`src/rtl/athos_pkg.sv`:
```
`default_nettype none
// +--------------------------------------------------------------------------+
// | Module   : athos_pkg                                                     |
// | Brief    : Shared constants and types for the athos coefficient packers. |
// | Revision : 1.0 - initial release                                         |
// +--------------------------------------------------------------------------+
package athos_pkg;

  localparam int COEFF_W = 12;
  localparam int KYBER_Q = 3329;
  localparam int WORD_W  = 32;
  // A partly drained word plus one fresh coefficient never exceeds this width.
  localparam int ACC_W   = WORD_W + COEFF_W;
  localparam int FILL_W  = 6;

  typedef logic [COEFF_W-1:0] coeff12_t;

endpackage
`default_nettype wire

```
`src/rtl/poly_csubq.sv`:
```
`default_nettype none
// +--------------------------------------------------------------------------+
// | Module   : poly_csubq                                                    |
// | Brief    : Combinational conditional subtract of Q, truncated to 12 bits.|
// | Revision : 1.0 - initial release                                         |
// +--------------------------------------------------------------------------+
module poly_csubq
  import athos_pkg::*;
#(
  parameter int Q         = KYBER_Q,
  parameter bit REDUCE_EN = 1'b1
) (
  input  logic [15:0] i_coeff,
  output coeff12_t    o_coeff
);

  localparam logic [15:0] C_Q = 16'(Q);

  generate
    if (REDUCE_EN) begin : g_reduce
      // Out-of-range inputs (>= 2Q) simply truncate; nothing downstream depends on them.
      assign o_coeff = coeff12_t'((i_coeff >= C_Q) ? (i_coeff - C_Q) : i_coeff);
    end else begin : g_pass
      assign o_coeff = coeff12_t'(i_coeff);
    end
  endgenerate

endmodule
`default_nettype wire

```
`src/rtl/poly_tobytes_stream.sv`:
```
`default_nettype none
// +--------------------------------------------------------------------------+
// | Module   : poly_tobytes_stream                                           |
// | Brief    : Streams 12-bit reduced coefficients into packed 32-bit words. |
// | Revision : 1.0 - initial release                                         |
// +--------------------------------------------------------------------------+
module poly_tobytes_stream
  import athos_pkg::*;
#(
  parameter int N_COEFF   = 256,
  parameter int Q         = KYBER_Q,
  parameter bit REDUCE_EN = 1'b1
) (
  input  logic        clk_i,
  input  logic        rst_ni,
  input  logic        clear_i,
  input  logic        coeff_valid_i,
  output logic        coeff_ready_o,
  input  logic [15:0] coeff_i,
  output logic        word_valid_o,
  input  logic        word_ready_i,
  output logic [31:0] word_o,
  output logic        word_last_o,
  output logic        done_o
);

  localparam int N_WORDS = N_COEFF * COEFF_W / WORD_W;
  localparam int CC_W    = $clog2(N_COEFF);
  localparam int WC_W    = $clog2(N_WORDS);

  localparam logic [CC_W-1:0]   C_LAST_COEFF = CC_W'(N_COEFF - 1);
  localparam logic [WC_W-1:0]   C_LAST_WORD  = WC_W'(N_WORDS - 1);
  localparam logic [FILL_W-1:0] C_WORD_BITS  = FILL_W'(WORD_W);
  localparam logic [FILL_W-1:0] C_COEFF_BITS = FILL_W'(COEFF_W);

  logic [ACC_W-1:0]  r_acc;
  logic [FILL_W-1:0] r_fill;
  logic [CC_W-1:0]   r_coeff_cnt;
  logic [WC_W-1:0]   r_word_cnt;
  logic              r_done;

  coeff12_t          w_r12;
  logic              w_word_valid;
  logic              w_in_fire;
  logic              w_out_fire;
  logic              w_last_word;
  logic [FILL_W-1:0] w_base;
  logic [FILL_W-1:0] w_fill_nxt;
  logic [ACC_W-1:0]  w_acc_kept;
  logic [ACC_W-1:0]  w_acc_ins;
  logic [ACC_W-1:0]  w_acc_nxt;

  poly_csubq #(
    .Q         (Q),
    .REDUCE_EN (REDUCE_EN)
  ) u_csubq (
    .i_coeff (coeff_i),
    .o_coeff (w_r12)
  );

  assign w_word_valid = (r_fill >= C_WORD_BITS);
  assign w_out_fire   = w_word_valid & word_ready_i;
  // Ready looks through to the sink so a drain and a fill can share one cycle.
  assign coeff_ready_o = ~w_word_valid | word_ready_i;
  assign w_in_fire     = coeff_valid_i & coeff_ready_o;
  assign w_last_word   = (r_word_cnt == C_LAST_WORD);

  assign w_base     = w_out_fire ? (r_fill - C_WORD_BITS) : r_fill;
  assign w_acc_kept = w_out_fire ? (r_acc >> WORD_W) : r_acc;
  assign w_acc_ins  = w_in_fire ? (ACC_W'(w_r12) << w_base) : '0;
  assign w_acc_nxt  = w_acc_kept | w_acc_ins;
  assign w_fill_nxt = w_base + (w_in_fire ? C_COEFF_BITS : '0);

  always_ff @(posedge clk_i or negedge rst_ni) begin
    if (!rst_ni) begin
      r_acc       <= '0;
      r_fill      <= '0;
      r_coeff_cnt <= '0;
      r_word_cnt  <= '0;
      r_done      <= 1'b0;
    end else if (clear_i) begin
      r_acc       <= '0;
      r_fill      <= '0;
      r_coeff_cnt <= '0;
      r_word_cnt  <= '0;
      r_done      <= 1'b0;
    end else begin
      r_acc  <= w_acc_nxt;
      r_fill <= w_fill_nxt;
      r_done <= w_out_fire & w_last_word;
      if (w_in_fire) begin
        r_coeff_cnt <= (r_coeff_cnt == C_LAST_COEFF) ? '0 : r_coeff_cnt + CC_W'(1);
      end
      if (w_out_fire) begin
        r_word_cnt <= w_last_word ? '0 : r_word_cnt + WC_W'(1);
      end
    end
  end

  assign word_valid_o = w_word_valid;
  assign word_o       = r_acc[WORD_W-1:0];
  assign word_last_o  = w_word_valid & w_last_word;
  assign done_o       = r_done;

endmodule
`default_nettype wire

```
`config.mk`:
```
export PLATFORM = sky130hd
export DESIGN_NAME = poly_tobytes_stream
export DESIGN_NICKNAME = d
export VERILOG_FILES = /design/src/rtl/athos_pkg.sv /design/src/rtl/poly_csubq.sv /design/src/rtl/poly_tobytes_stream.sv
export SDC_FILE = /design/constraint.sdc
export NUM_CORES = 1
export LEC_CHECK = 0
export CORE_UTILIZATION = 58
export CTS_CLUSTER_SIZE = 20
export DETAILED_ROUTE_END_ITERATION = 8
export GPL_TIMING_DRIVEN = 0
export PLACE_DENSITY_LB_ADDON = 0.15
export SLEW_MARGIN = 20
export SYNTH_ARGS = -nofsm -noshare
export SYNTH_HDL_FRONTEND = slang
export SYNTH_SLANG_ARGS = --single-unit
```
`constraint.sdc`:
```
create_clock -name clk_i -period 2.5 [get_ports clk_i]
set_input_delay 0.5 -clock clk_i [delete_from_list [all_inputs] [get_ports clk_i]]
set_output_delay 0.5 -clock clk_i [all_outputs]
set_load 0.05 [all_outputs]
```
# ---- Yosys cells after proc, flatten, opt, wreduce, memory -nomap -nowiden
# Index checks and enable logic that the tools add are counted.
dict set report op_classes {
  muxes 11
  shift 1
  n_reduce_logical 1
  bitwise 7
  addsub 4
  n_lt_le_gt_ge 2
  multipliers 0
  eq_ne 1
  div 0
}
# op count
set ops {}
lappend ops {{44-bit 2-to-1 mux} 3}
lappend ops {{44-bit OR} 1}
lappend ops {{12-bit by 6-bit << shifter with 44-bit output} 1}
lappend ops {{7-bit 2-to-1 mux} 3}
lappend ops {{16-bit by 12-bit >= comparator with 1-bit output, second input constant} 1}
lappend ops {{12-bit 2-to-1 mux} 1}
lappend ops {{6-bit 2-to-1 mux} 2}
lappend ops {{12-bit subtractor, second input constant} 1}
lappend ops {{7-bit by 1-bit adder with 7-bit output, second input constant} 1}
lappend ops {{7-bit == test, second input constant} 1}
lappend ops {{6-bit by 4-bit adder with 6-bit output} 1}
lappend ops {{6-bit >= comparator, second input constant} 1}
lappend ops {{6-bit subtractor, second input constant} 1}
lappend ops {{1-bit bitwise AND} 4}
lappend ops {{4-bit 2-to-1 mux} 1}
lappend ops {{2-bit nonzero test} 1}
lappend ops {{1-bit 2-to-1 mux} 1}
lappend ops {{1-bit NOT} 1}
lappend ops {{1-bit OR} 1}
dict set report word_totals {
  elab_cells 31
  out_inout_bits 36
  ramBits 0
  romBits 0
  n_memories 0
  in_bits 21
  latchBits 0
  reg_bits 58
}

# ---- Depth between registers and ports, before layout
# Gate-level depths: netlist of run 1.
dict set report logic_depth {
  depth_word 7
  ltp_mapped 9
}

# ---- By module
# Synthesis of run 1 repeated with hierarchy kept, for this count alone.
dict set report unflattened {
  hier_cells 333
  area_unflattened_um2 3368.2
}
# mod n_inst cells_per_inst area_each_um2 seq_area_each_um2
set by_module_without_submodules {}
lappend by_module_without_submodules {poly_tobytes_stream 1 286 3029.2 1401.3}
lappend by_module_without_submodules {poly_csubq 1 47 339.1 0.0}

# ---- Worst setup path after synthesis of run 1
# No wires, ideal clock.
dict set report synth_path {
  path_kind {in2reg}
  start {input port coeff_i[0]}
  end {register r_acc[5]}
  path_buffers 1
  path_slack_ps 0
  arrival_ps 2417
  cell_stages 9
  path_cell_list {clkbuf_2 -> inv_1 -> ha_1 -> nor3b_1 -> a21oi_1 -> nor3_4 -> mux2i_2 -> mux2i_4 -> o22ai_1}
}
dict set report synth_between {
  elab_chain_len 6
  elab_cells_between_ends 7
}
# item line_no
set synth_lines {}
lappend synth_lines {{from (decl)} poly_tobytes_stream.sv:19} ;# input logic [15:0] coeff_i,
lappend synth_lines {{16-bit by 12-bit >= comparator with 1-bit output or 12-bit subtractor (tied branches)} poly_csubq.sv:22} ;# assign o_coeff = coeff12_t'((i_coeff >= C_Q) ? (i_coeff - C_Q) : i_coeff);
lappend synth_lines {{12-bit 2-to-1 mux (*)} poly_csubq.sv:22}
lappend synth_lines {{12-bit by 6-bit << shifter with 44-bit output (*)} poly_tobytes_stream.sv:70} ;# assign w_acc_ins = w_in_fire ? (ACC_W'(w_r12) << w_base) : '0;
lappend synth_lines {{44-bit 2-to-1 mux (*)} poly_tobytes_stream.sv:70}
lappend synth_lines {{44-bit OR (*)} poly_tobytes_stream.sv:71} ;# assign w_acc_nxt = w_acc_kept | w_acc_ins;
lappend synth_lines {{44-bit 2-to-1 mux (*)} poly_tobytes_stream.sv:81} ;# end else if (clear_i) begin
lappend synth_lines {{to (signal assigned)} poly_tobytes_stream.sv:88} ;# r_acc <= w_acc_nxt;
lappend synth_lines {{to (decl)} poly_tobytes_stream.sv:36} ;# logic [ACC_W-1:0] r_acc;
# Every way passes the cells marked *; elsewhere a longest branch is shown, timed or not.
# A chain may end at the register's enable or synchronous reset.

# ---- Worst setup path in the final report of run 1
dict set report layout_path {
  start {input port coeff_i[1]}
  end {register r_acc[8]}
}
# The elaborated chain is that of the path after synthesis.

==> results of run 1 <==
logic make-up (layout without fill, tap and decap cells):
kind of cell / after synthesis / count (layout) / synth area share, %
AO/OA/AOI/OAI: 117 / 117 / 23.5
AND/OR/NAND/NOR: 107 / 107 / 16.4
buffers and inverters: 62 / 145 / 10.9
flip-flops: 56 / 56 / 39.5
multiplexers: 16 / 16 / 4.98
XOR/XNOR: 9 / 9 / 2.43
adder cells (fa/ha/maj): 6 / 6 / 2.33
per-layer routing:
layer,share of wire (%),GRT usage [%],up-vias
li1,-,-,1504
met1,40,40.0,1667
met2,49,52.1,202
met3,6.0,4.20,53
met4,5.3,16.6,0
met5,0,0,-
synthesized netlist by cell type, drive strengths merged (4+ instances only):
library cell / number
clkbuf: 18
buf: 36
o22ai: 7
o211ai: 5
a22oi: 15
nor4: 6
nor2b: 4
o31ai: 6
a21oi: 12
nand2b: 4
inv: 8
xnor2: 7
and2: 8
a211oi: 6
dfrtp: 56
nor2: 19
nand4b: 4
a32oi: 6
nand2: 37
a31oi: 9
nor3: 8
o21ai: 31
ha: 5
mux2i: 16
a22o: 4
layout make-up:
type,count,share of cell area [%]
repair buffers,76,15.4
plain buffers,53,7.56
multi-input cells,255,42.6
well taps,75,1.99
clock inverters,2,0.292
flip-flops and latches,56,29.7
inverters,8,0.636
clock buffers,6,1.75
sequential cells by signal (all words and copies together), names as in the netlist:
signal	count
r_word_cnt	7
r_acc	44
done_o	1
r_fill	4
per-stage QoR:
stage / utilization [%] / hold WS [ns] / cell area (sq um) / power (W) / std cells
after global placement: 70.3 / 0.462 / 4160 / 0.00180 / 500
after global routing: 79.7 / 0.284 / 4720 / 0.00253 / 531
final: 79.7 / 0.226 / 4720 / 0.00245 / 531
after detailed placement: 70.2 / 0.470 / 4160 / 0.00182 / 500
after CTS: 76.6 / 0.253 / 4540 / 0.00238 / 524
after floorplan: - / 0.204 / 3550 / 0.00157 / 373
power groups by stage:
stage               clock network (W)  registers (W)  logic, W
finish                       0.000531        0.00101  0.000905
global route                 0.000560        0.00102  0.000954
CTS                          0.000529        0.00101  0.000842
detailed placement                  0        0.00103  0.000790
global placement                    0        0.00102  0.000780
floorplan                           0        0.00101  0.000557
final timing paths:
| path | start | end | slack, ns | cells past startpoint |
|---|---|---|---|---|
| setup / recovery | coeff_i[1] | r_acc[8] | -0.0006 | 11 |
| hold / removal | rst_ni | r_word_cnt[4] | 0.23 | 1 |
| setup reg to reg | r_fill[2] | r_acc[8] | 0.20 | 7 |
| hold reg to reg | r_acc[34] | r_acc[34] | 0.49 | 2 |
| max in group asynchronous | rst_ni | r_acc[21] | 1.80 | 1 |
| min in group clk_i | r_acc[34] | r_acc[34] | 0.49 | 2 |
timing repair:
action,in CTS,in global routing
setup buffers,16,8
resized for setup,44,34
pin swaps,10,15
endpoints found under the setup margin,42,27
==> results.json, run 1 <==
{
  "clk-insertion-delay-late_ns": 0.32,
  "syn_avg_cell_area_sq_um": 9.51,
  "combPwrFrac_pct": 37.0,
  "synth_top_flop_cell": "dfrtp_1",
  "drv_cap": 0,
  "dp_slack_ns": -1.08,
  "n_antenna_cell": 0,
  "synth_area_leaders": "dfrtp_1, buf_4, mux2i_1",
  "worstPathRequired_ns": 2.68,
  "drv_slew": 0,
  "start_kind": "input pin",
  "initial_utilization_pct": 59.9,
  "multi_input_area_sq_um": 2010,
  "core_area_sq_um": 5920,
  "grt.total_usage_pct": 31.5,
  "cts-root-buf": "clkbuf_8",
  "gr-total-overflow": 0,
  "ctsLongestPathBuffers": 2,
  "tns_ns": -0.000671,
  "io_buffers": 52,
  "synth_area_sq_um": 3550,
  "final_common_cell": "dfrtp_1",
  "arrival_ns": 2.68,
  "hpwl_um": 6730,
  "seqCellArea_sq_um": 1400,
  "vias_per_cell": 6.45,
  "synthCells": 373,
  "finalHoldViolations": 0,
  "wl_per_cell_um": 19.5,
  "num_io_pins": 57,
  "fillerInstances": 397,
  "clk_pin_slew_ns": 0.10,
  "final_cell_mix": "dfrtp_1, buf_4, clkdlybuf4s50_1",
  "synth_edf_count": 0,
  "ir_drop_mv": 0.293,
  "grt_pass1_wl_um": 15300,
  "crit_chain": "dlygate4sd2_1 -> inv_2 -> ha_4 -> nor3b_4 -> a21oi_4 -> nor3_4 -> buf_12 -> o311ai_2 -> a311oi_2 -> buf_4 -> o22ai_1",
  "min_path_type": "input pin to async pin",
  "drtIter0Drc": 307,
  "drcViolationCount": 0,
  "power_per_cell_area_nw_per_um2": 519,
  "setup_ws_ns": -0.000558,
  "ctsHoldBuffers": 0,
  "die_area_sq_um": 6430,
  "cts_buffers": 5,
  "gp_congestion": 0.881,
  "drive_gt1_share_pct": 27.4,
  "ant_nets": 0,
  "cp_num_buf_inv": 4,
  "switching_power_w": 0.000895,
  "synth-seq-cells": 56,
  "cts_tree": "yes",
  "cpMaxStageDelayCell": "nor3b_4",
  "async_reset_ff_share_pct": 100,
  "num_rows": 28,
  "synth_top_cell_area_share_pct": 39.5,
  "finalCriticalPeriod_ns": 2.50,
  "grt_max_degree": 57,
  "slowest_delay_ns": 0.34,
  "period_share_pct": 100,
  "grt_pass1_vias": 3115,
  "vias": 3426,
  "finalSetupViolCount": 2,
  "yosysTopAreaCell": "dfrtp_1",
  "end_kind": "flop",
  "syn-num-nets": 400,
  "yosysUniqueCellTypes": 65,
  "h-tree-depth": 2,
  "drt-total-wl_um": 10400,
  "relSlewSlack_pct": 52.6,
  "p_leak_nw": 2.04,
  "die_y_um": 80.2,
  "ys_seq_area_share_pct": 39.5,
  "cp_max_fo": 6,
  "p_int_w": 0.00155,
  "sw_frac_of_total_pct": 36.6,
  "run_status": "complete, but fails checks",
  "criticalPathCategory": "input pin to flop",
  "die_width_um": 80.2,
  "crit_family": "buffers and inverters",
  "antenna_found_initial": 0,
  "areaGrowthSynthToFinish_pct": 33.1,
  "pwr-share-seq_pct": 41.3,
  "violations": "negative setup slack",
  "max_freq_mhz": 400,
  "yosysWarnings": 0,
  "firstDrtPassIters": 7,
  "cts.sinks": 56,
  "final_nets": 482,
  "clock_skew_ns": 0.00887,
  "p_clk_share_pct": 21.7,
  "tightest_slew_ns": 0.710
}
Note: power is estimated with default switching activity, not from simulation.
==> run 2, diff against run 1 <==
--- a/config.mk
+++ b/config.mk
@@ -5,7 +5,7 @@
 export SDC_FILE = /design/constraint.sdc
 export NUM_CORES = 1
 export LEC_CHECK = 0
-export CORE_UTILIZATION = 58
+export CORE_UTILIZATION = 55
 export CTS_CLUSTER_SIZE = 20
 export DETAILED_ROUTE_END_ITERATION = 8
 export GPL_TIMING_DRIVEN = 0
==> results.json, run 2 (synthesis gave the netlist of run 1 again) <==
{
  "r2r_cells": 7,
  "grt.total_usage_pct": 29.1,
  "relSlewSlack_pct": 53.6,
  "ctsLongestPathBuffers": 2,
  "top_register": "r_acc",
  "min_path_type": "input pin to async pin",
  "drv_slew": 0,
  "drcViolationCount": 0,
  "n_antenna_cell": 0,
  "die_width_um": 82.3,
  "final_common_cell": "dfrtp_1",
  "final_cell_mix": "dfrtp_1, buf_4, clkdlybuf4s50_1",
  "areaGrowthSynthToFinish_pct": 31.6,
  "cts-root-buf": "clkbuf_8",
  "reg2reg_from": "r_fill[2]",
  "largest_register_ffs": 44,
  "reg_top3": "r_acc x44, r_word_cnt x7, r_fill x4",
  "firstDrtPassIters": 5,
  "r2r_setup_slack_ns": 0.30,
  "p_leak_nw": 2.01,
  "die_area_sq_um": 6770,
  "tightest_slew_ns": 0.696,
  "gr-total-overflow": 0,
  "h-tree-depth": 2,
  "clock_skew_ns": 0.00623,
  "period_share_pct": 98.8,
  "drv_cap": 0,
  "rr_endpoint": "r_acc[8]",
  "cpMaxStageDelayCell": "or4_4",
  "num_io_pins": 57,
  "end_kind": "flop",
  "rsz0062_at_grt": "yes",
  "arrival_ns": 2.65,
  "holdWs_ns": 0.227,
  "gp_congestion": 0.898,
  "ir_drop_mv": 0.428,
  "clk_pin_slew_ns": 0.10,
  "die_y_um": 82.3,
  "crit_family": "simple AND/OR/NAND/NOR gates",
  "antenna_found_initial": 0,
  "tns_ns": 0,
  "drt-total-wl_um": 9620,
  "cp_max_fo": 4,
  "ant_nets": 0,
  "cts_tree": "yes",
  "initial_utilization_pct": 58.5,
  "finalHoldViolations": 0,
  "final_nets": 479,
  "vias": 3255,
  "path_common_cell": "or4_4",
  "ctsHoldBuffers": 0,
  "grt_pass1_vias": 2978,
  "finalCriticalPeriod_ns": 2.47,
  "criticalPathCategory": "input pin to flop",
  "wl_per_cell_um": 18.2,
  "finalSetupViolCount": 0,
  "num_rows": 28,
  "vias_per_cell": 6.16,
  "clk-insertion-delay-late_ns": 0.31,
  "worstPathRequired_ns": 2.68,
  "core_area_sq_um": 6060,
  "drive_gt1_share_pct": 26.5,
  "cts_buffers": 5,
  "slowest_delay_ns": 0.60,
  "hpwl_um": 6610,
  "start_kind": "input pin",
  "crit_chain": "clkdlybuf4s15_1 -> or4_4 -> or4_4 -> a211oi_1 -> a211oi_2 -> o21ai_2 -> o22ai_1",
  "cp_num_buf_inv": 1,
  "power_per_cell_area_nw_per_um2": 539,
  "max_freq_mhz": 405,
  "run_status": "complete, no violations",
  "grt_pass1_wl_um": 14600,
  "grt_max_degree": 57,
  "drtIter0Drc": 307,
  "io_buffers": 52,
  "cts.sinks": 56
}
run 2: layout make-up:
type                       count  area [sq um]
clock inverter                 3          46.3
timing repair buffer          73           666
buffer                        53           357
clock buffer                   5          68.8
multi-input combinational    255          2000
fill                         403          1390
inverter                       8          30.0
sequential                    56          1400
tap                           75          93.8
run 2: worst max path at each step:
stage	from	endpoint	cells past startpoint
floorplan	coeff_i[0]	r_acc[5]	9
global placement	coeff_i[0]	r_acc[5]	10
detailed placement	coeff_i[0]	r_acc[5]	10
CTS	r_word_cnt[0]	word_last_o	5
global route	coeff_i[9]	r_acc[8]	9
finish	coeff_i[5]	r_acc[17]	7
run 2: what timing repair did:
| item | 4_1_cts | 5_1_grt |
|---|---|---|
| setup endpoints to repair | 40 | 27 |
| pin swaps | 14 | 13 |
| gates resized for setup | 47 | 23 |
| setup buffers | 16 | 5 |
run 2: where the power goes:
group,leakage [nW],internal (W),switching (W),total [W]
Combinational,1.18,0.000355,0.000533,0.000888
Clock,0.0600,0.000304,0.000315,0.000619
Sequential,0.769,0.000966,0.0000451,0.00101
Total,2.01,0.00162,0.000893,0.00252
run 2: per-stage QoR:
stage | utilization (%) | cells | setup slack (ns) | instance area, sq um | total power (W)
after floorplan | - | 373 | 0.0000693 | 3550 | 0.00157
after global placement | 68.6 | 500 | -0.906 | 4160 | 0.00180
after detailed placement | 68.6 | 500 | -0.916 | 4160 | 0.00182
after CTS | 75.3 | 524 | 0.00190 | 4560 | 0.00247
after global routing | 77.0 | 528 | -0.00338 | 4670 | 0.00261
final | 77.0 | 528 | 0.0289 | 4670 | 0.00252
run 2: layer usage:
layer | global-route usage (%) | share of wire [%]
met1 | 37.6 | 42
met2 | 48.3 | 49
met3 | 4.84 | 6.6
met4 | 11.9 | 2.5
met5 | 0 | 0
==> run 3, diff against run 2 <==
--- a/config.mk
+++ b/config.mk
@@ -5,11 +5,12 @@
 export SDC_FILE = /design/constraint.sdc
 export NUM_CORES = 1
 export LEC_CHECK = 0
-export CORE_UTILIZATION = 55
+export CORE_UTILIZATION = 52
 export CTS_CLUSTER_SIZE = 20
 export DETAILED_ROUTE_END_ITERATION = 8
 export GPL_TIMING_DRIVEN = 0
 export PLACE_DENSITY_LB_ADDON = 0.15
+export SKIP_LAST_GASP = 1
 export SLEW_MARGIN = 20
 export SYNTH_ARGS = -nofsm -noshare
 export SYNTH_HDL_FRONTEND = slang
==> constraint.sdc (replaced) <==
create_clock -name clk_i -period 2.5 [get_ports clk_i]
set_input_delay 0.25 -clock clk_i [delete_from_list [all_inputs] [get_ports clk_i]]
set_output_delay 0.25 -clock clk_i [all_outputs]
set_load 0.05 [all_outputs]
==> results.json, run 3 (synthesis gave the netlist of run 1 again) <==
{
  "final_nets": 468,
  "final_core_util_pct": 69.6,
  "cts.sinks": 56,
  "num_rows": 29,
  "die_width_um": 84.6,
  "drv_cap": 0,
  "arrival_ns": 2.62,
  "die_area_sq_um": 7150,
  "largest_register_ffs": 44,
  "die_y_um": 84.6,
  "p_leak_nw": 1.93,
  "worstPathRequired_ns": 2.74,
  "fillerInstances": 510,
  "clock_skew_ns": 0.00522,
  "drt-total-wl_um": 8880,
  "final_cell_mix": "dfrtp_1, clkdlybuf4s50_1, buf_4",
  "clk_pin_slew_ns": 0.10,
  "gp_congestion": 0.924,
  "met3_usage_pct": 2.95,
  "start_kind": "input pin",
  "gr-total-overflow": 0,
  "grt-busiest-layer": "met2",
  "use_met2_pct": 41.5,
  "grt_pass1_vias": 2874,
  "reg_top3": "r_acc x44, r_word_cnt x7, r_fill x4",
  "cts_tree": "yes",
  "clk-insertion-delay-late_ns": 0.31,
  "finalHoldViolations": 44,
  "ctsLongestPathBuffers": 2,
  "cpMaxStageDelayCell": "clkdlybuf4s50_1",
  "drtIter0Drc": 227,
  "vias": 3146,
  "grt_max_degree": 57,
  "antenna_found_initial": 0,
  "multi_input_area_sq_um": 1920,
  "setup_ws_ns": 0.115,
  "run_status": "complete, but fails checks",
  "drcViolationCount": 0,
  "r2r_cells": 7,
  "ant_nets": 0,
  "grt_pass1_wl_um": 14100,
  "power_per_cell_area_nw_per_um2": 527,
  "period_share_pct": 95.4,
  "max_freq_mhz": 419,
  "tns_ns": 0,
  "crit_family": "buffers and inverters",
  "num_io_pins": 57,
  "seqCellArea_sq_um": 1400,
  "criticalPathCategory": "input pin to flop",
  "core_area_sq_um": 6460,
  "hpwl_um": 6590,
  "cp_num_buf_inv": 5,
  "end_kind": "flop",
  "cp.depth": 12,
  "path_common_cell": "buf_4",
  "grt.total_usage_pct": 24.9,
  "ctsHoldBuffers": 0,
  "tightest_slew_ns": 0.688,
  "finalSetupViolCount": 0,
  "relSlewSlack_pct": 54.1,
  "slowest_delay_ns": 0.43,
  "ir_drop_mv": 0.296,
  "n_antenna_cell": 0,
  "drive_gt1_share_pct": 21.5,
  "violations": "negative hold slack",
  "min_path_type": "input pin to async pin",
  "dp_slack_ns": -0.788,
  "final_common_cell": "dfrtp_1",
  "areaGrowthSynthToFinish_pct": 26.7,
  "cts_buffers": 5,
  "vias_per_cell": 6.06,
  "cts-root-buf": "clkbuf_8",
  "io_buffers": 52,
  "holdWs_ns": -0.0190,
  "crit_chain": "clkdlybuf4s50_1 -> buf_4 -> inv_2 -> ha_4 -> nor3b_4 -> a21oi_4 -> nor3_4 -> buf_6 -> mux2i_4 -> buf_4 -> nand2_1 -> a31oi_1",
  "grtUsageMet1_pct": 34.0,
  "firstDrtPassIters": 8,
  "top_register": "r_acc",
  "h-tree-depth": 2,
  "drv_slew": 0,
  "finalCriticalPeriod_ns": 2.39,
  "power.total_w": 0.00237,
  "initial_utilization_pct": 54.9,
  "cp_max_fo": 7,
  "wl_per_cell_um": 17.1
}
[run 3: power by group]
| group | switching [W] | leakage (nW) | internal (W) | total (W) |
|---|---|---|---|---|
| combinational | 0.000507 | 1.11 | 0.000338 | 0.000845 |
| sequential | 0.0000448 | 0.769 | 0.000966 | 0.00101 |
| clock | 0.000287 | 0.0445 | 0.000226 | 0.000513 |
| total | 0.000839 | 1.93 | 0.00153 | 0.00237 |
[run 3: final timing paths]
kind	from	slack (ns)	endpoint
worst max register to register	r_fill[2]	0.46	r_acc[8]
min in group clk_i	coeff_i[10]	0.46	r_acc[38]
worst min register to register	r_acc[33]	0.49	r_acc[33]
worst max-delay path	coeff_i[0]	0.11	r_acc[1]
max in group asynchronous	rst_ni	2.07	r_acc[15]
worst min-delay path	rst_ni	-0.02	r_word_cnt[5]
[run 3: cell type report]
cell class,instances,area share (%)
buffer,54,7.99
tap,77,2.14
multi-input combinational,255,42.7
sequential,56,31.2
inverter,8,0.668
timing repair buffer,61,13.3
clock inverter,1,0.167
clock buffer,7,1.92
[run 3: layer usage]
layer	part of all wire, %	routed length, um
met1	44	3860
met2	49	4330
met3	5.6	500
met4	2.0	177
met5	0	0
[run 3: what timing repair did]
action                                  in CTS  in global routing
resized for setup                           16                 21
endpoints found under the setup margin      37                 29
buffers inserted                             7                  2
hold endpoints to repair                     0                  0
pin swaps                                    4                  4
[run 3: metrics by stage]
stage,instance area [sq um],instances
finish,4490,519
global route,4490,519
CTS,4390,517
detailed placement,4160,502
global placement,4160,502
floorplan,3550,373
